$ cat src/rtl/rotator_pkg.sv
// Shared types and reset constants for the rotator push-button front end.
// Latency: n/a (declarations only).
// Backpressure: n/a.
package rotator_pkg;

  typedef enum logic [1:0] {
    ZERO  = 2'd0,
    WAIT1 = 2'd1,
    ONE   = 2'd2,
    WAIT0 = 2'd3
  } db_state_t;

  // Power-up state of the rotator controls: paused, clockwise.
  localparam logic EN_RST = 1'b0;
  localparam logic CW_RST = 1'b1;

endpackage

$ cat src/rtl/rotator_ctrl_debouncer.sv
// Debouncer: 2-flop synchroniser + 4-state debounce FSM with a DB_N-bit window counter.
// Latency: raw rise before edge 1 gives db_tick after edge 3 + 2^DB_N, for one cycle.
// Backpressure: none; a press shorter than the full window is discarded.
module debouncer
  import rotator_pkg::*;
#(
  parameter int DB_N = 20
) (
  input  logic clk,
  input  logic rst,
  input  logic sw,
  output logic db_level,
  output logic db_tick
);

  localparam logic [DB_N-1:0] CNT_MAX = '1;
  localparam logic [DB_N-1:0] CNT_ONE = {{(DB_N-1){1'b0}}, 1'b1};

  logic            s1_q;
  logic            s2_q;
  db_state_t       state_q, state_d;
  logic [DB_N-1:0] cnt_q, cnt_d;
  logic            tick_q, tick_d;

  // Bring the asynchronous button into the clock domain; only s2 is trusted.
  always_ff @(posedge clk or posedge rst) begin
    if (rst) begin
      s1_q <= 1'b0;
      s2_q <= 1'b0;
    end else begin
      s1_q <= sw;
      s2_q <= s1_q;
    end
  end

  // Debounce state, window counter and registered press pulse.
  always_ff @(posedge clk or posedge rst) begin
    if (rst) begin
      state_q <= ZERO;
      cnt_q   <= '0;
      tick_q  <= 1'b0;
    end else begin
      state_q <= state_d;
      cnt_q   <= cnt_d;
      tick_q  <= tick_d;
    end
  end

  // Next state: any disagreeing sample during a window falls back to the old level.
  always_comb begin
    state_d = state_q;
    cnt_d   = cnt_q;
    tick_d  = 1'b0;
    unique case (state_q)
      ZERO: begin
        if (s2_q) begin
          state_d = WAIT1;
          cnt_d   = CNT_MAX;
        end
      end
      WAIT1: begin
        if (!s2_q) begin
          state_d = ZERO;
        end else if (cnt_q == '0) begin
          state_d = ONE;
          tick_d  = 1'b1;
        end else begin
          cnt_d = cnt_q - CNT_ONE;
        end
      end
      ONE: begin
        if (!s2_q) begin
          state_d = WAIT0;
          cnt_d   = CNT_MAX;
        end
      end
      WAIT0: begin
        if (s2_q) begin
          state_d = ONE;
        end else if (cnt_q == '0) begin
          state_d = ZERO;
        end else begin
          cnt_d = cnt_q - CNT_ONE;
        end
      end
      default: state_d = ZERO;
    endcase
  end

  assign db_level = (state_q == ONE) || (state_q == WAIT0);
  assign db_tick  = tick_q;

endmodule

$ cat src/rtl/rotator_ctrl.sv
// Push-button front end: debounced run/dir presses toggle the rotator en/cw controls.
// Latency: toggle visible after edge 4 + 2^DB_N from a raw rise; ticks one cycle earlier.
// Backpressure: none. Optional status LEDs with ROTATOR_CTRL_LED_EN defined.
module rotator_ctrl
  import rotator_pkg::*;
#(
  parameter int DB_N = 20
) (
  input  logic       clk,
  input  logic       rst,
  input  logic       btn_run,
  input  logic       btn_dir,
  output logic       en,
  output logic       cw,
  output logic       run_tick,
  output logic       dir_tick
`ifdef ROTATOR_CTRL_LED_EN
  ,
  output logic [1:0] led
`endif
);

  logic run_lvl, run_tck;
  logic dir_lvl, dir_tck;
  logic en_q, en_d;
  logic cw_q, cw_d;

  debouncer #(.DB_N(DB_N)) u_db_run (
    .clk      (clk),
    .rst      (rst),
    .sw       (btn_run),
    .db_level (run_lvl),
    .db_tick  (run_tck)
  );

  debouncer #(.DB_N(DB_N)) u_db_dir (
    .clk      (clk),
    .rst      (rst),
    .sw       (btn_dir),
    .db_level (dir_lvl),
    .db_tick  (dir_tck)
  );

  // Toggle on each press pulse; the pulse always coincides with the debounced-high level.
  always_comb begin
    en_d = en_q;
    cw_d = cw_q;
    if (run_tck && run_lvl) en_d = ~en_q;
    if (dir_tck && dir_lvl) cw_d = ~cw_q;
  end

  // Rotator control registers.
  always_ff @(posedge clk or posedge rst) begin
    if (rst) begin
      en_q <= EN_RST;
      cw_q <= CW_RST;
    end else begin
      en_q <= en_d;
      cw_q <= cw_d;
    end
  end

`ifdef ROTATOR_CTRL_LED_EN
  logic [1:0] led_q;

  // Status LEDs track the same next-state so they change on the same edge as en/cw.
  always_ff @(posedge clk or posedge rst) begin
    if (rst) begin
      led_q <= {~CW_RST, EN_RST};
    end else begin
      led_q <= {~cw_d, en_d};
    end
  end

  assign led = led_q;
`endif

  assign en       = en_q;
  assign cw       = cw_q;
  assign run_tick = run_tck;
  assign dir_tick = dir_tck;

endmodule

$ cat config.mk
export PLATFORM = sky130hd
export DESIGN_NAME = rotator_ctrl
export DESIGN_NICKNAME = d
export VERILOG_FILES = /design/src/rtl/rotator_pkg.sv /design/src/rtl/rotator_ctrl_debouncer.sv /design/src/rtl/rotator_ctrl.sv
export SDC_FILE = /design/constraint.sdc
export NUM_CORES = 1
export LEC_CHECK = 0
export ABC_AREA = 1
export CORE_MARGIN = 5
export CORE_UTILIZATION = 45
export DETAILED_ROUTE_END_ITERATION = 12
export PLACE_DENSITY = 0.66
export SETUP_SLACK_MARGIN = 0.5
export SYNTH_ARGS = -nofsm -noshare
export SYNTH_HDL_FRONTEND = slang
export SYNTH_SLANG_ARGS = --single-unit
$ cat constraint.sdc
create_clock -name clk -period 2.4 [get_ports clk]
set_input_delay 0.6 -clock clk [delete_from_list [all_inputs] [get_ports clk]]
set_output_delay 0.6 -clock clk [all_outputs]
set_load 0.02 [all_outputs]
Word level (Yosys, flattened, before mapping) --
Index checks and enable logic that the tools add are counted.
Storage, ports and cells: flip-flop bits (word level) 52, input port bits 4
Cells by class: reduce and logical (&&, ||, !) cells 12, $add $sub $neg 2, mux-type cells 32, eq/ne operators 18, bitwise operators 2
Operator list (count):
- $mux W20 | 10
- $pmux W20 S4 | 2
- $logic_not A20 Y1 | 2
- $sub A20 B1 Y20 const B | 2
- $mux W2 | 12
- $pmux W2 S4 | 2
- $reduce_and A4 Y1 | 4
- $eq A2 B2 Y1 const B | 4
- $ne A2 B1 Y1 const B | 4
- $ne A2 B2 Y1 const B | 4
- $mux W1 | 6
- $ne A3 B1 Y1 const B | 2
- $ne A3 B3 Y1 const B | 2
- $eq A2 B1 Y1 const B | 2
- $logic_not A2 Y1 | 2
- $logic_and A1 B1 Y1 | 2
- $logic_or A1 B1 Y1 | 2
- $not A1 Y1 | 2

Longest topological paths before layout --
Gate-level depths: netlist of run 1.
depth in word-level cells 4, gate-level depth with buffers 12, depth with buffers taken out 11

Cells and area by module --
Synthesis of run 1 repeated with hierarchy kept, for this count alone.
Second synthesis, totals: cells, all modules 433, area, all modules 3235.6 um^2
By module, submodules not included:
- debouncer | times used 2, area an instance 1570.3 um^2, cells an instance 210, sequential area each 625.6 um^2
- rotator_ctrl | times used 1, area an instance 95.1 um^2, cells an instance 13, sequential area each 51.3 um^2

Least setup slack after synthesis of run 1 --
No wires, ideal clock.
kind register to register, start reg u_db_run.cnt_q[0], end reg u_db_run.cnt_q[5], library setup time 0.120 ns, arrival 1.476 ns, stages on the path, launching flop included 11, required time 2.280 ns, slack 0.804 ns, path through dfrtp_1 inv_1 ha_1 nand3_1 nor2_1 nand3_4 nand2_4 inv_4 buf_6 o21ai_1 nand2_1
Between the ends: word-level cells in the longest chain between the ends 4, elaborated cells between the ends (all ways) 6, classes of those cells add/sub: 1; mux: 4; reduce/logical: 1
Ends and longest elaborated chain:
- start, declared | line rotator_ctrl_debouncer.sv:22 | logic [DB_N-1:0] cnt_q, cnt_d;
- start signal, assigned | line rotator_ctrl_debouncer.sv:44 | cnt_q <= cnt_d;
- $sub A20 B1 Y20 / $logic_not A20 Y1 (equally long branches)
- $mux W20 * | line rotator_ctrl_debouncer.sv:64, rotator_ctrl_debouncer.sv:80
- $mux W20, on equally long branches | line rotator_ctrl_debouncer.sv:78, rotator_ctrl_debouncer.sv:62
- $pmux W20 S4 * | line rotator_ctrl_debouncer.sv:54 | unique case (state_q)
Every way passes the cells marked *; elsewhere a longest branch is shown, timed or not. The select of a mux whose other input is x is not followed. A chain may end at the register's enable or synchronous reset.

Final worst setup path of run 1 --
start reg cw_q, in the netlist cw, end out cw
RTL lines:
- start, declared | line rotator_ctrl.sv:26 | logic cw_q, cw_d;
- start signal, assigned | line rotator_ctrl.sv:59 | cw_q <= cw_d;
- end, declared | line rotator_ctrl.sv:14 | output logic cw,
No word-level cell between the ends.

==> qor.yml, run 1 <==
run_status:
  outcome: "completed"
critical_path:
  path_class: "flip-flop to primary output"
  crit_buf_inv: 1
  cp_data_arrival_time_ns: 1.18
  critical-path-max-stage-delay_ns: 0.55
  cp_top_family: "flip-flops"
  crit_slowest_cell: "dfstp_2"
  critPathLaunchType: "flip-flop"
  rr_startpoint: "u_db_dir.cnt_q[0]"
  crit_chain: "dlygate4sd2_1"
  cp-end-kind: "primary output"
  cp.required_ns: 1.80
  cp-startpoint: "cw"
  crit_fanout: 2
route:
  detail_route.iter0.violations: 124
  wirelength_um: 6811
  vias_per_cell: 5.005
  vias: 2758
  dr.pass1.iters: 5
  route.detailed.drc: 0
  ant_nets: 0
  routedWlPerCell_um: 12.36
logic_synthesis:
  synth_top_area_cell: "dfrtp_1"
  ys_ff_latch: 52
  synth-main-ff-cell: "dfrtp_1"
  syn_inst: 444
  synth_edf_count: 0
  yosys_warnings: 0
  synth_nets: 452
  yosysTopAreaCellShare: 0.3955
  ys_top_cells_by_area: "dfrtp_1 40%, nand2_1 17%, nand3_1 7.8%"
  synthArstFlopShare: 1.000
  seq_area_frac_synth: 0.4036
  synth_cell_type_count: 26
  yosysMostFrequentCell: "nand2_1"
  syn_avg_cell_area_um2: 7.268
  synth_area_mm2: 0.003227
  synth_common_cells: "142 x nand2_1, 63 x nor2_1, 51 x dfrtp_1, 50 x nand3_1, 45 x inv_1"
timing:
  min_period_ns: 1.782
  fin_hold_ws_ns: 0.3538
  fin_setup_tns_ns: 0
  rsz0062_at_grt: "false"
  drv_slew: 0
  worstMarginPinSlew_ns: 0.4620
  setup_viol: 0
  setup_ws_ns: 0.6182
  hold_viol_final: 0
  skew_ns: 0.008164
  fin_crit_sh: 0.7424
  fmax_mhz: 561.2
  max-slew-margin-rel: 0.6909
floorplanning:
  die_w_um: 94.68
  core_region_area_mm2: 0.006869
  initial_utilization: 0.4698
  io-pin-count: 8
  row_count: 30
  die_area_mm2: 0.008964
  fp.dieH_um: 94.68
grt:
  use_met2: 0.2683
  grt_first_pass_wirelength_um: 11830
  grt_pass1_vias: 2561
  grt_max_degree: 53
  busiest_layer: "met2"
  grt_overflow: 0
  antenna_found_initial: 0
  use_met3: 0.02869
  gr-usage-met1: 0.2269
  grt_use_total: 0.1660
pwr:
  ir_drop_uv: 255.3
  power.density_mw_per_mm2: 554.0
  total_power_mw: 1.930
  leakage_nw: 1.632
clock_network:
  clock_latency_ns: 0.31
  clock-sinks: 52
  cts_buffer_depth: 2
  cts_tree: "built"
  cts_buffers: 5
  cts_max_level: 2
  clkTransAtPathRegs_ns: 0.09
  cts-root-buf: "clkbuf_8"
finish:
  instances_no_fill: 551
  final_nets: 462
  diodes: 0
  area_growth_pct: 7.949
  layout-drive-gt1-share: 0.1275
  nFillCells: 681
  layout.area.seq_mm2: 0.001303
  multiInputGateArea_mm2: 0.001668
place:
  place_congestion: 0.8860
  place_ws_ns: 0.4246
  dp_cells: 542
  portBuffers: 7
  dp_hpwl_um: 5066
min_path:
  hold_start: "u_db_dir.s1_q"
  min-delay-path-class: "flip-flop to flip-flop"
run:
  cap_viol_max_count: 0
==> worst paths after layout <==
| path | endpoint | slack, ns | cells past startpoint |
|---|---|---|---|
| max | cw | 0.62 | 1 |
| min | u_db_dir.s2_q | 0.35 | 0 |
| max reg2reg | u_db_dir.cnt_q[14] | 0.66 | 9 |
| min reg2reg | u_db_dir.s2_q | 0.35 | 0 |
| max in group asynchronous | cw | 1.47 | 3 |
| min in group asynchronous | u_db_run.s1_q | 0.64 | 3 |
==> layer usage <==
layer,vias up,share of wire
met5,-,0
met4,0,0.016
met3,10,0.027
met2,35,0.47
met1,1287,0.49
li1,1426,-
==> report_power, final <==
| group | internal [mW] | switching (mW) |
|---|---|---|
| Clock | 0.234 | 0.304 |
| Sequential | 0.949 | 0.0881 |
| Combinational | 0.124 | 0.231 |
| Total | 1.31 | 0.622 |
==> sequential cells by signal (all words and copies together) (netlist names), named ones only <==
name,count
cw,1
u_db_dir.db_tick,1
u_db_run.s1_q,1
en,1
u_db_dir.state_q,1
u_db_dir.s1_q,1
u_db_run.db_tick,1
u_db_run.state_q,1
u_db_run.cnt_q,20
u_db_run.s2_q,1
u_db_dir.cnt_q,20
u_db_dir.s2_q,1
==> cell families (layout without fill, tap and decap cells) <==
group	after synthesis	in the layout	synth area share
fa+ha+maj	4	4	0.01551
buf+inv	55	66	0.07949
compound gates	41	41	0.09345
xor+xnor	14	14	0.03800
flops	52	52	0.4036
simple gates	278	278	0.3699
==> worst reg2reg max path, stage by stage, from the launching register on <==
cell,delay [ns]
dfrtp_1,0.42
inv_2,0.15
ha_1,0.31
inv_1,0.12
nor2_1,0.29
nand2_1,0.10
nand2_1,0.06
nand3_1,0.06
nand2_1,0.07
o21ai_2,0.05
==> through the flow <==
stage                     utilization  instance area, um^2
after global placement         0.4916                 3377
after global routing           0.5071                 3483
after CTS                      0.5053                 3471
after detailed placement       0.4916                 3377
final                          0.5071                 3483
after floorplan                     -                 3227
==> cell usage in the layout (no fill, tap or decap), types with 2 or more instances in the layout <==
cell type,netlist,final
buf_4,0,3
clkbuf_8,0,6
clkdlybuf4s50_1,0,3
clkinvlp_4,0,2
dfrtp_1,51,51
dlygate4sd2_1,0,3
ha_1,4,4
inv_1,45,42
inv_2,0,3
nand2_1,142,142
nand2_4,2,2
nand3_1,50,50
nand4_1,6,6
nor2_1,63,63
nor2_2,9,9
o21ai_0,6,6
o21ai_1,8,8
o21ai_2,25,25
xnor2_1,2,2
xor2_1,12,12
==> layout make-up <==
cell class / instances / area share
clock buffer: 6 / 0.02371
timing repair buffer: 11 / 0.03197
multi-input combinational: 337 / 0.4788
sequential: 52 / 0.3739
tap: 96 / 0.03448
clock inverter: 2 / 0.004310
inverter: 47 / 0.05280
==> repair_timing <==
item / CTS / global route
gates cloned: 0 / 0
setup buffers: 0 / 1
setup endpoints to repair: 23 / 39
hold buffers: 0 / 0
pin swaps: 0 / 1
gates resized for setup: 4 / 3
Note: power is estimated with default switching activity, not from simulation.
==> run 2: changes to the inputs <==
Clock period 2.4 ns to 1.8 ns, I/O delays scaled along.
==> qor.yml, run 2 (same netlist as run 1, synthesis figures left out) <==
grt:
  grt_pass1_vias: 2987  # +17%
  use_met2: 0.3294  # +0.06107
  gr-usage-met1: 0.2489  # +0.02195
  grt_use_total: 0.1960  # +0.03002
  grt_overflow: 0  # unchanged
  grt_max_degree: 35  # -34%
  antenna_found_initial: 0  # unchanged
  busiest_layer: "met2"
  use_met3: 0.03825  # +0.009562
  grt_first_pass_wirelength_um: 13770  # +16%
pwr:
  ir_drop_uv: 427.5  # +67%
  total_power_mw: 2.829  # +47%
  pwr-share-clk: 0.257  # -0.022
  p_comb_frac: 0.251  # +0.067
  p_switching_mw: 0.9957  # +60%
  leakage_nw: 1.870  # +15%
  intPower_mw: 1.834  # +40%
  switching_share: 0.3519  # +0.02942
  power_frac_seq: 0.492  # -0.045
  power.density_mw_per_mm2: 678.5  # +22%
finish:
  reg_top3: "u_db_dir.cnt_q (20), u_db_run.cnt_q (20)"
  nFillCells: 576  # -15%
  layout_common_cells: "123 x nand2_1, 49 x dfrtp_1, 48 x nand3_1, 40 x inv_1, 38 x buf_4"
  layout-drive-gt1-share: 0.3380  # +0.2106
  diodes: 0  # unchanged
  final_common_cell: "nand2_1"
  fin_util: 0.6071  # +0.1000
  final_nets: 504  # +9.1%
  area_growth_pct: 29.24
timing:
  max-slew-margin-rel: 0.6958  # +0.004830
  drv_slew: 0  # unchanged
  fin_hold_ws_ns: 0.3588  # +0.004966 ns
  fmax_mhz: 646.2
  worstMarginPinSlew_ns: 0.4564  # -0.005678 ns
  hold_viol_final: 0  # unchanged
  rsz0062_at_grt: "true"
  skew_ns: 0.01966  # +0.01149 ns
  setup_viol: 0  # unchanged
  fin_crit_sh: 0.8598
  fin_setup_tns_ns: 0  # unchanged
  min_period_ns: 1.548
critical_path:
  crit_slowest_cell: "dfrtp_1"
  cp.required_ns: 2.05  # +0.25 ns
  rr_startpoint: "u_db_run.cnt_q[13]"
  r2r_slack_ns: 0.25  # -0.41 ns
  cp_data_arrival_time_ns: 1.80  # +0.62 ns
  cp-end-kind: "flip-flop"
  crit_chain: "nor2_2 > nand2_2 > nor2_4 > nand3_4 > nand2_8 > buf_6 > o21ai_1 > nand3_1"
  path_class: "flip-flop to flip-flop"
  critical-path-max-stage-delay_ns: 0.46  # -0.09 ns
  r2r_cells: 8  # -1
  crit_fanout: 6  # +4
  critPathLaunchType: "flip-flop"
  rr_endpoint: "u_db_run.cnt_q[17]"
place:
  portBuffers: 7  # unchanged
  dp_hpwl_um: 5337  # +5.3%
  place_congestion: 0.9232  # +4.2%
route:
  vias: 3105  # +13%
  wirelength_um: 8723  # +28%
  vias_per_cell: 5.236  # +4.6%
  ant_nets: 0  # unchanged
  route.detailed.drc: 0  # unchanged
  routedWlPerCell_um: 14.71  # +19%
  detail_route.iter0.violations: 173  # +40%
  dr.pass1.iters: 5  # unchanged
floorplanning:
  fp.dieH_um: 94.68  # unchanged
  initial_utilization: 0.4698  # unchanged
  row_count: 30  # unchanged
  die_w_um: 94.68  # unchanged
  io-pin-count: 8  # unchanged
  die_area_mm2: 0.008964  # unchanged
  core_region_area_mm2: 0.006869  # unchanged
clock_network:
  cts_buffer_depth: 2  # unchanged
  clock-sinks: 52  # unchanged
  cts-root-buf: "clkbuf_8"
  cts_max_level: 2  # unchanged
  clkTransAtPathRegs_ns: 0.10  # about the same
  clock_latency_ns: 0.32  # about the same
  cts_buffers: 5  # unchanged
  holdBufCountCts: 0  # unchanged
  cts_tree: "built"
min_path:
  hold-path-endpoint: "u_db_run.s2_q"
  min-delay-path-class: "flip-flop to flip-flop"
  hold_start: "u_db_run.s1_q"
  holdPathStages: 0  # unchanged
run_status:
  outcome: "completed"
run:
  cap_viol_max_count: 0  # unchanged
==> run 2: cell count changes in the layout (fill, tap and decap cells not counted), moves of 4 or more <==
cell / before / now
o21ai_0: 6 / 0
o21ai_2: 25 / 30
nor2_2: 9 / 25
nor2_1: 63 / 35
nand2_1: 142 / 123
nand2_2: 1 / 15
nand2_4: 2 / 6
buf_6: 0 / 9
buf_4: 3 / 38
inv_8: 0 / 4
nor2_4: 1 / 13
==> run 2: timing repair <==
action                     in CTS  in global routing
gates cloned                    2                  1
gates resized for setup        70                 48
pin swaps                      18                 14
setup endpoints to repair      49                 50
setup buffers                  24                 10
==> run 2: critical path: cells and delay by family, from the launching register on <==
| family | cells | cell delay [ns] |
|---|---|---|
| simple gates | 6 | 0.80 |
| flops | 1 | 0.46 |
| buf+inv | 1 | 0.17 |
| compound gates | 1 | 0.06 |
==> run 2: final cells by class <==
cell class              count  area (um^2)  area share
clock buffers               5        68.82     0.01650
flip-flops and latches     52         1305      0.3129
repair buffers             50        416.7     0.09991
inverters                  47        206.4     0.04950
repair inverters            3        52.55     0.01260
clock inverters             3        27.53    0.006601
well taps                  96        120.1     0.02880
multi-input cells         337         1973      0.4731
==> run 2: worst max path at each step <==
| stage | slack (ns) | depth (start not counted) | start | end |
|---|---|---|---|---|
| after global routing | 0.18 | 8 | u_db_run.cnt_q[13] | u_db_run.cnt_q[17] |
| after detailed placement | 0.1 | 11 | u_db_dir.cnt_q[0] | u_db_dir.cnt_q[4] |
| final | 0.25 | 8 | u_db_run.cnt_q[13] | u_db_run.cnt_q[17] |
| after CTS | 0.32 | 11 | u_db_dir.cnt_q[1] | u_db_dir.cnt_q[17] |
| after global placement | 0.14 | 11 | u_db_dir.cnt_q[0] | u_db_dir.cnt_q[0] |
| after floorplan | 0.28 | 12 | u_db_dir.cnt_q[0] | u_db_dir.cnt_q[17] |
==> run 2: stage by stage <==
step	setup WS, ns	cell area (um^2)	cells
final	0.2524	4170	593
after global routing	0.1773	4170	593
after CTS	0.3187	3906	582
after detailed placement	0.09729	3463	548
after global placement	0.1367	3463	548
after floorplan	0.2778	3288	444
==> run 2: metal layers <==
metal / part of all wire / routed length [um] / vias to the layer above
li1: - / - / 1509
met1: 0.42 / 3639 / 1470
met2: 0.50 / 4335 / 104
met3: 0.062 / 543 / 22
met4: 0.024 / 205 / 0
met5: 0 / 0 / -
==> run 2: power by group through the flow <==
| stage | registers (mW) | clock network [mW] | logic, mW |
|---|---|---|---|
| finish | 1.39 | 0.727 | 0.709 |
| global route | 1.41 | 0.802 | 0.783 |
| CTS | 1.38 | 0.738 | 0.629 |
| detailed placement | 1.40 | 0 | 0.505 |
| global placement | 1.40 | 0 | 0.491 |
| floorplan | 1.37 | 0 | 0.413 |
